File: src/rtl/advtim_break_monitor.sv
// Break / fault monitor for the advanced timer.
// Each break channel runs through a synchroniser, a polarity adjust and a digital glitch filter.
// The qualified breaks, the system-failure line and the software break drive sticky flags and a
// latch / auto-recovery FSM that requests PWM shutdown.
module advtim_break_monitor #(
    parameter int unsigned NUM_BK      = 2,
    parameter int unsigned FLT_W       = 4,
    parameter int unsigned SYNC_STAGES = 2
) (
    input  logic                    pe_fault_clk,
    input  logic                    pe_fault_rstn,
    input  logic [NUM_BK-1:0]       r_bke,
    input  logic [NUM_BK-1:0]       r_bkp,
    input  logic [NUM_BK*FLT_W-1:0] r_bkf,
    input  logic                    r_aoe,
    input  logic [NUM_BK-1:0]       advtmr_bk,
    input  logic                    system_failure,
    input  logic                    sw_bg,
    input  logic [NUM_BK:0]         sw_flag_clr,
    input  logic                    sw_fault_clr,
    input  logic                    update_event,
    output logic [NUM_BK-1:0]       bk_flag,
    output logic                    sf_flag,
    output logic                    fault_detected,
    output logic                    fault_irq
);

    typedef enum logic [1:0] {
        StArmed   = 2'd0,
        StFault   = 2'd1,
        StWaitUpd = 2'd2
    } state_e;

    logic [NUM_BK-1:0] qual_q, qual_d;
    logic [NUM_BK-1:0] bk_flag_q, bk_flag_d;
    logic              qual_sf_q, qual_sw_q;
    logic              sf_flag_q, sf_flag_d;
    logic              any_qual;
    state_e            state_q, state_d;
    logic              fault_q, fault_d;
    logic              irq_q, irq_d;

    for (genvar i = 0; i < NUM_BK; i++) begin : g_ch
        logic [SYNC_STAGES-1:0] sync_q;
        logic [FLT_W-1:0]       cnt_q, cnt_d;
        logic [FLT_W-1:0]       bkf;
        logic [FLT_W-1:0]       neff_m1;
        logic                   active;

        // Break pin synchroniser chain.
        always_ff @(posedge pe_fault_clk or negedge pe_fault_rstn) begin
            if (!pe_fault_rstn) begin
                sync_q <= '0;
            end else begin
                sync_q <= {sync_q[SYNC_STAGES-2:0], advtmr_bk[i]};
            end
        end

        // Polarity adjust, saturating filter count and qualification decision.
        always_comb begin
            bkf     = r_bkf[i*FLT_W +: FLT_W];
            // A zero filter length behaves like a length of one.
            neff_m1 = (bkf == '0) ? '0 : bkf - FLT_W'(1);
            active  = sync_q[SYNC_STAGES-1] ^ ~r_bkp[i];
            cnt_d   = '0;
            if (active && r_bke[i]) begin
                cnt_d = (cnt_q == '1) ? cnt_q : cnt_q + FLT_W'(1);
            end
            // Compared live, so a shrunk length can qualify immediately.
            qual_d[i] = active && r_bke[i] && (cnt_q >= neff_m1);
        end

        // Filter counter register.
        always_ff @(posedge pe_fault_clk or negedge pe_fault_rstn) begin
            if (!pe_fault_rstn) begin
                cnt_q <= '0;
            end else begin
                cnt_q <= cnt_d;
            end
        end
    end

    // Qualified-event registers for the break channels, system failure and software break.
    always_ff @(posedge pe_fault_clk or negedge pe_fault_rstn) begin
        if (!pe_fault_rstn) begin
            qual_q    <= '0;
            qual_sf_q <= 1'b0;
            qual_sw_q <= 1'b0;
        end else begin
            qual_q    <= qual_d;
            qual_sf_q <= system_failure;
            qual_sw_q <= sw_bg;
        end
    end

    // Sticky flags: set on a qualification rising edge, set wins over a same-cycle clear.
    always_comb begin
        bk_flag_d = (qual_d & ~qual_q) | (bk_flag_q & ~sw_flag_clr[NUM_BK-1:0]);
        sf_flag_d = (system_failure & ~qual_sf_q) | (sf_flag_q & ~sw_flag_clr[NUM_BK]);
    end

    // Flag registers.
    always_ff @(posedge pe_fault_clk or negedge pe_fault_rstn) begin
        if (!pe_fault_rstn) begin
            bk_flag_q <= '0;
            sf_flag_q <= 1'b0;
        end else begin
            bk_flag_q <= bk_flag_d;
            sf_flag_q <= sf_flag_d;
        end
    end

    assign any_qual = (|qual_q) | qual_sf_q | qual_sw_q;

    // Fault FSM next state; shutdown and irq are registered off the next state.
    always_comb begin
        state_d = state_q;
        irq_d   = 1'b0;
        unique case (state_q)
            StArmed: begin
                if (any_qual) begin
                    state_d = StFault;
                    irq_d   = 1'b1;
                end
            end
            StFault: begin
                if (!any_qual) begin
                    if (r_aoe) begin
                        state_d = StWaitUpd;
                    end else if (sw_fault_clr) begin
                        state_d = StArmed;
                    end
                end
            end
            StWaitUpd: begin
                // Stays here until an update even if auto-recovery is turned off meanwhile.
                if (any_qual) begin
                    state_d = StFault;
                end else if (update_event) begin
                    state_d = StArmed;
                end
            end
            default: state_d = StArmed;
        endcase
        fault_d = (state_d != StArmed);
    end

    // FSM state, shutdown request and interrupt registers.
    always_ff @(posedge pe_fault_clk or negedge pe_fault_rstn) begin
        if (!pe_fault_rstn) begin
            state_q <= StArmed;
            fault_q <= 1'b0;
            irq_q   <= 1'b0;
        end else begin
            state_q <= state_d;
            fault_q <= fault_d;
            irq_q   <= irq_d;
        end
    end

    assign bk_flag        = bk_flag_q;
    assign sf_flag        = sf_flag_q;
    assign fault_detected = fault_q;
    assign fault_irq      = irq_q;

endmodule

File: config.mk
export PLATFORM = sky130hd
export DESIGN_NAME = advtim_break_monitor
export DESIGN_NICKNAME = d
export VERILOG_FILES = /design/src/rtl/advtim_break_monitor.sv
export SDC_FILE = /design/constraint.sdc
export NUM_CORES = 1
export LEC_CHECK = 0
export CAP_MARGIN = 5
export CORE_MARGIN = 10
export CORE_UTILIZATION = 48
export DETAILED_ROUTE_END_ITERATION = 8
export PLACE_DENSITY = 0.78
export RECOVER_POWER = 50
export SLEW_MARGIN = 20
export SYNTH_ARGS = -nofsm -noshare
export SYNTH_HDL_FRONTEND = slang
export SYNTH_SLANG_ARGS = --single-unit
File: constraint.sdc
create_clock -name pe_fault_clk -period 1.9 [get_ports pe_fault_clk]
set_clock_uncertainty 0.2 [all_clocks]
set_input_delay 0.285 -clock pe_fault_clk [delete_from_list [all_inputs] [get_ports pe_fault_clk]]
set_output_delay 0.285 -clock pe_fault_clk [all_outputs]
set_load 0.01 [all_outputs]
==> summary.txt <==
Adder-Cell Fraction of Synth Area -> 10.66%
Max Buffers Root-to-Sink -> 2
Synth Area in XOR/XNOR -> 2.985%
average size of a mapped cell -> 10.29 um^2
power density over the cells -> 597.2 nW/um^2
router iterations before antenna repair -> 4
vias after detailed routing -> 990
pin count of the biggest net entering global routing -> 24
first-pass GRT wire length -> 4.574 mm
postcts setup bufs -> 0
Fin. Hold Viols -> 0
Achievable Freq -> 0.5528 GHz
Slew headroom -> 21.31%
Synth Register Bits -> 23
RSZ-0062 raised after global routing -> false
die area -> 4823 um^2
area leader, netlist -> dfrtp_1
Reg clk slew, reported paths -> 0.12 ns
most common library cell in the layout ignoring fill and taps -> dfrtp_1
post-synthesis net count -> 148
GP Congestion -> 0.7971
sequential power share -> 54.8%
flop-to-flop setup slack -> 0.20 ns
worst reg2reg startpoint -> g_ch[0].cnt_q[0]
vias in the first global route -> 1064
Ports -> 29
Initial DRC Count -> 66
Hold Path Depth -> 0
Seq/Total Area, Yosys -> 49.04%
worst hold margin -> 0.1637 ns
startpoint types -> primary input
core area -> 2276 um^2
WHS Endpoint -> g_ch[0].sync_q[1]
Sw Share -> 25.87%
antenna violations before repair -> 0
Post-CTS Hold Buffers -> 0
Setup CP Type -> primary input to flip-flop
switching power -> 0.2526 mW
Comb power frac -> 22.3%
CP Max Fanout -> 3
I/O Buffers -> 28
Post-Place Cells -> 180
Clock power frac -> 22.9%
crit path time final -> 1.809 ns
VDD IR max -> 0.5292 mV
dpl hpwl -> 2.159 mm
Clock Latency Late Sink -> 0.31 ns
ANT cells -> 0
Total GRT Usage -> 11.12%
fin cells -> 184
Critical Path RT -> 1.90 ns
Clk Tree Root Cell -> clkbuf_4
Synth Area in Compound Gates -> 14.71%
fraction of layout cells with a size suffix above 1 -> 14.10%
worst min path class -> flip-flop to flip-flop
number of buffers created by CTS -> 3
Avg WL per Cell -> 14.36 um
# rows -> 17
number of remaining DRC errors -> 0
status -> finished clean
internal power -> 0.7240 mW
mux contribution to synthesized area -> 2.559%
Finish-stage setup viols -> 0
GR Overflow Total -> 0
reg-to-reg endpoint -> bk_flag[0]
Area Growth Syn to Fin -> 39.34%
crit path DAT -> 1.81 ns
Yosys Warn Count -> 0
fillers -> 171
Yosys cell types -> 25
Initial Utilization -> 51.57%
Worst Reg-to-Reg Cells -> 5
Max Cap Viol -> 0
setup tns final -> 0 ns
min-delay src -> g_ch[0].sync_q[0]
largest cells by area after synthesis -> dfrtp_1, ha_1, nor2_1
Cell Area, Synth -> 1174 um^2
crit path capture type -> flip-flop
Die Y -> 69.45 um
clk sinks -> 23
Yosys top cell area share -> 49.04%
pins over their slew limit -> 0
commonest non-fill, non-tap cells in the layout -> dfrtp_1, nor2_1, clkdlybuf4s50_1
Leakage -> 0.7428 nW
Least-Margin Pin Slew -> 1.180 ns
CTS tree -> yes
simple-gate share of the synthesized area -> 17.80%
die width -> 69.45 um
period utilization -> 95.20%
Total Nets Final -> 191
Synth Instances -> 114
H-tree lvl count -> 1
Detail Route Antenna Nets -> 0
vias per cell -> 5.380
largest family of logic cells by synthesized area -> simple AND/OR/NAND/NOR gates
final wirelength -> 2.643 mm
## timing repair
| action | in CTS | in global routing |
|---|---|---|
| gates cloned | 0 | 0 |
| pin swaps | 9 | 0 |
| endpoints found under the setup margin | 4 | 3 |
| endpoints found under the hold margin | 0 | 0 |
| resized for setup | 15 | 3 |
## metrics by stage
step	instance area (um^2)	util (%)	setup slack, ns	power (mW)
3_3_place_gp	1564	68.72	-0.4262	0.7437
4_1_cts	1630	71.63	0.01484	0.9902
5_1_grt	1635	71.85	0.0005136	1.037
2_1_floorplan	1174	-	0.03499	0.6323
3_5_place_dp	1564	68.72	-0.4968	0.7538
6_report	1635	71.85	0.09114	0.9766
## layout make-up
class                   count  area (um^2)  share of cell area, %
clock buffers               4        26.28                  1.607
inverters                   7        26.28                  1.607
multi-input cells          84        619.3                  37.87
flip-flops and latches     23        575.6                  35.20
well taps                  28        35.03                  2.142
repair buffers             38        352.8                  21.58
## worst max path at each step
stage / start / to / slack [ns] / depth (start not counted)
final: r_bkf[0] / bk_flag[0] / 0.09 / 8
after global routing: r_bkf[0] / bk_flag[0] / 0.0005 / 8
after CTS: r_bkf[6] / bk_flag[1] / 0.01 / 8
after detailed placement: r_bkf[1] / bk_flag[0] / -0.50 / 8
after global placement: r_bkf[1] / bk_flag[0] / -0.43 / 8
after floorplan: r_bkf[1] / bk_flag[0] / 0.03 / 7
## logic make-up (layout without fill, tap and decap cells)
logic type                 Yosys count  count (layout)
muxes                                3               3
buffers and inverters                7              49
xor gates and xnor gates             4               4
DFF                                 23              23
and+or+nand+nor                     43              43
adders and majority gates           10              10
AOI/OAI and AO/OA                   24              24
## Yosys cell counts
library cell  instances
o211ai_1              1
a21oi_1               8
nand3_1               4
nand2_1               5
a31oi_1               2
or4_4                 1
a2111oi_2             2
mux2i_1               3
o32ai_1               2
dfrtp_1              23
xnor2_1               4
nand2b_1              3
ha_1                 10
o31ai_1               2
nor2b_1               1
o21a_1                3
or2_2                 1
o21bai_1              1
nor2_1               18
o22ai_1               2
nand3b_1              1
a211oi_1              1
inv_1                 7
nor3_1                6
nor3b_1               3
## power groups by stage
stage	combinational, mW	sequential (mW)	clock, mW
2_1_floorplan	0.0856	0.547	0
5_1_grt	0.241	0.539	0.256
3_5_place_dp	0.209	0.545	0
6_report	0.218	0.535	0.224
4_1_cts	0.224	0.535	0.231
3_3_place_gp	0.201	0.543	0
## state kept, by name, indices dropped and copies added, names as in the netlist
register,flops
g_ch.cnt_q,8
g_ch.sync_q,4
bk_flag,2
qual_q,2
state_q,2
fault_detected,1
fault_irq,1
qual_sf_q,1
qual_sw_q,1
sf_flag,1
## per-layer routing
| metal | global-route usage (%) | up-vias | part of all wire (%) |
|---|---|---|---|
| met1 | 11.99 | 467 | 42 |
| met2 | 18.65 | 21 | 50 |
| met3 | 3.566 | 8 | 5.1 |
| met4 | 6.208 | 0 | 2.5 |
| met5 | 0 | - | 0 |
| li1 | - | 494 | - |
## worst max-delay path: stages
cell           delay, ns
dlygate4sd2_1       0.25
or2_4               0.27
nor3b_2             0.17
a21oi_1             0.06
ha_1                0.26
o21a_1              0.18
o211ai_1            0.21
o32ai_1             0.12
Power figures use the tool's default switching activity.
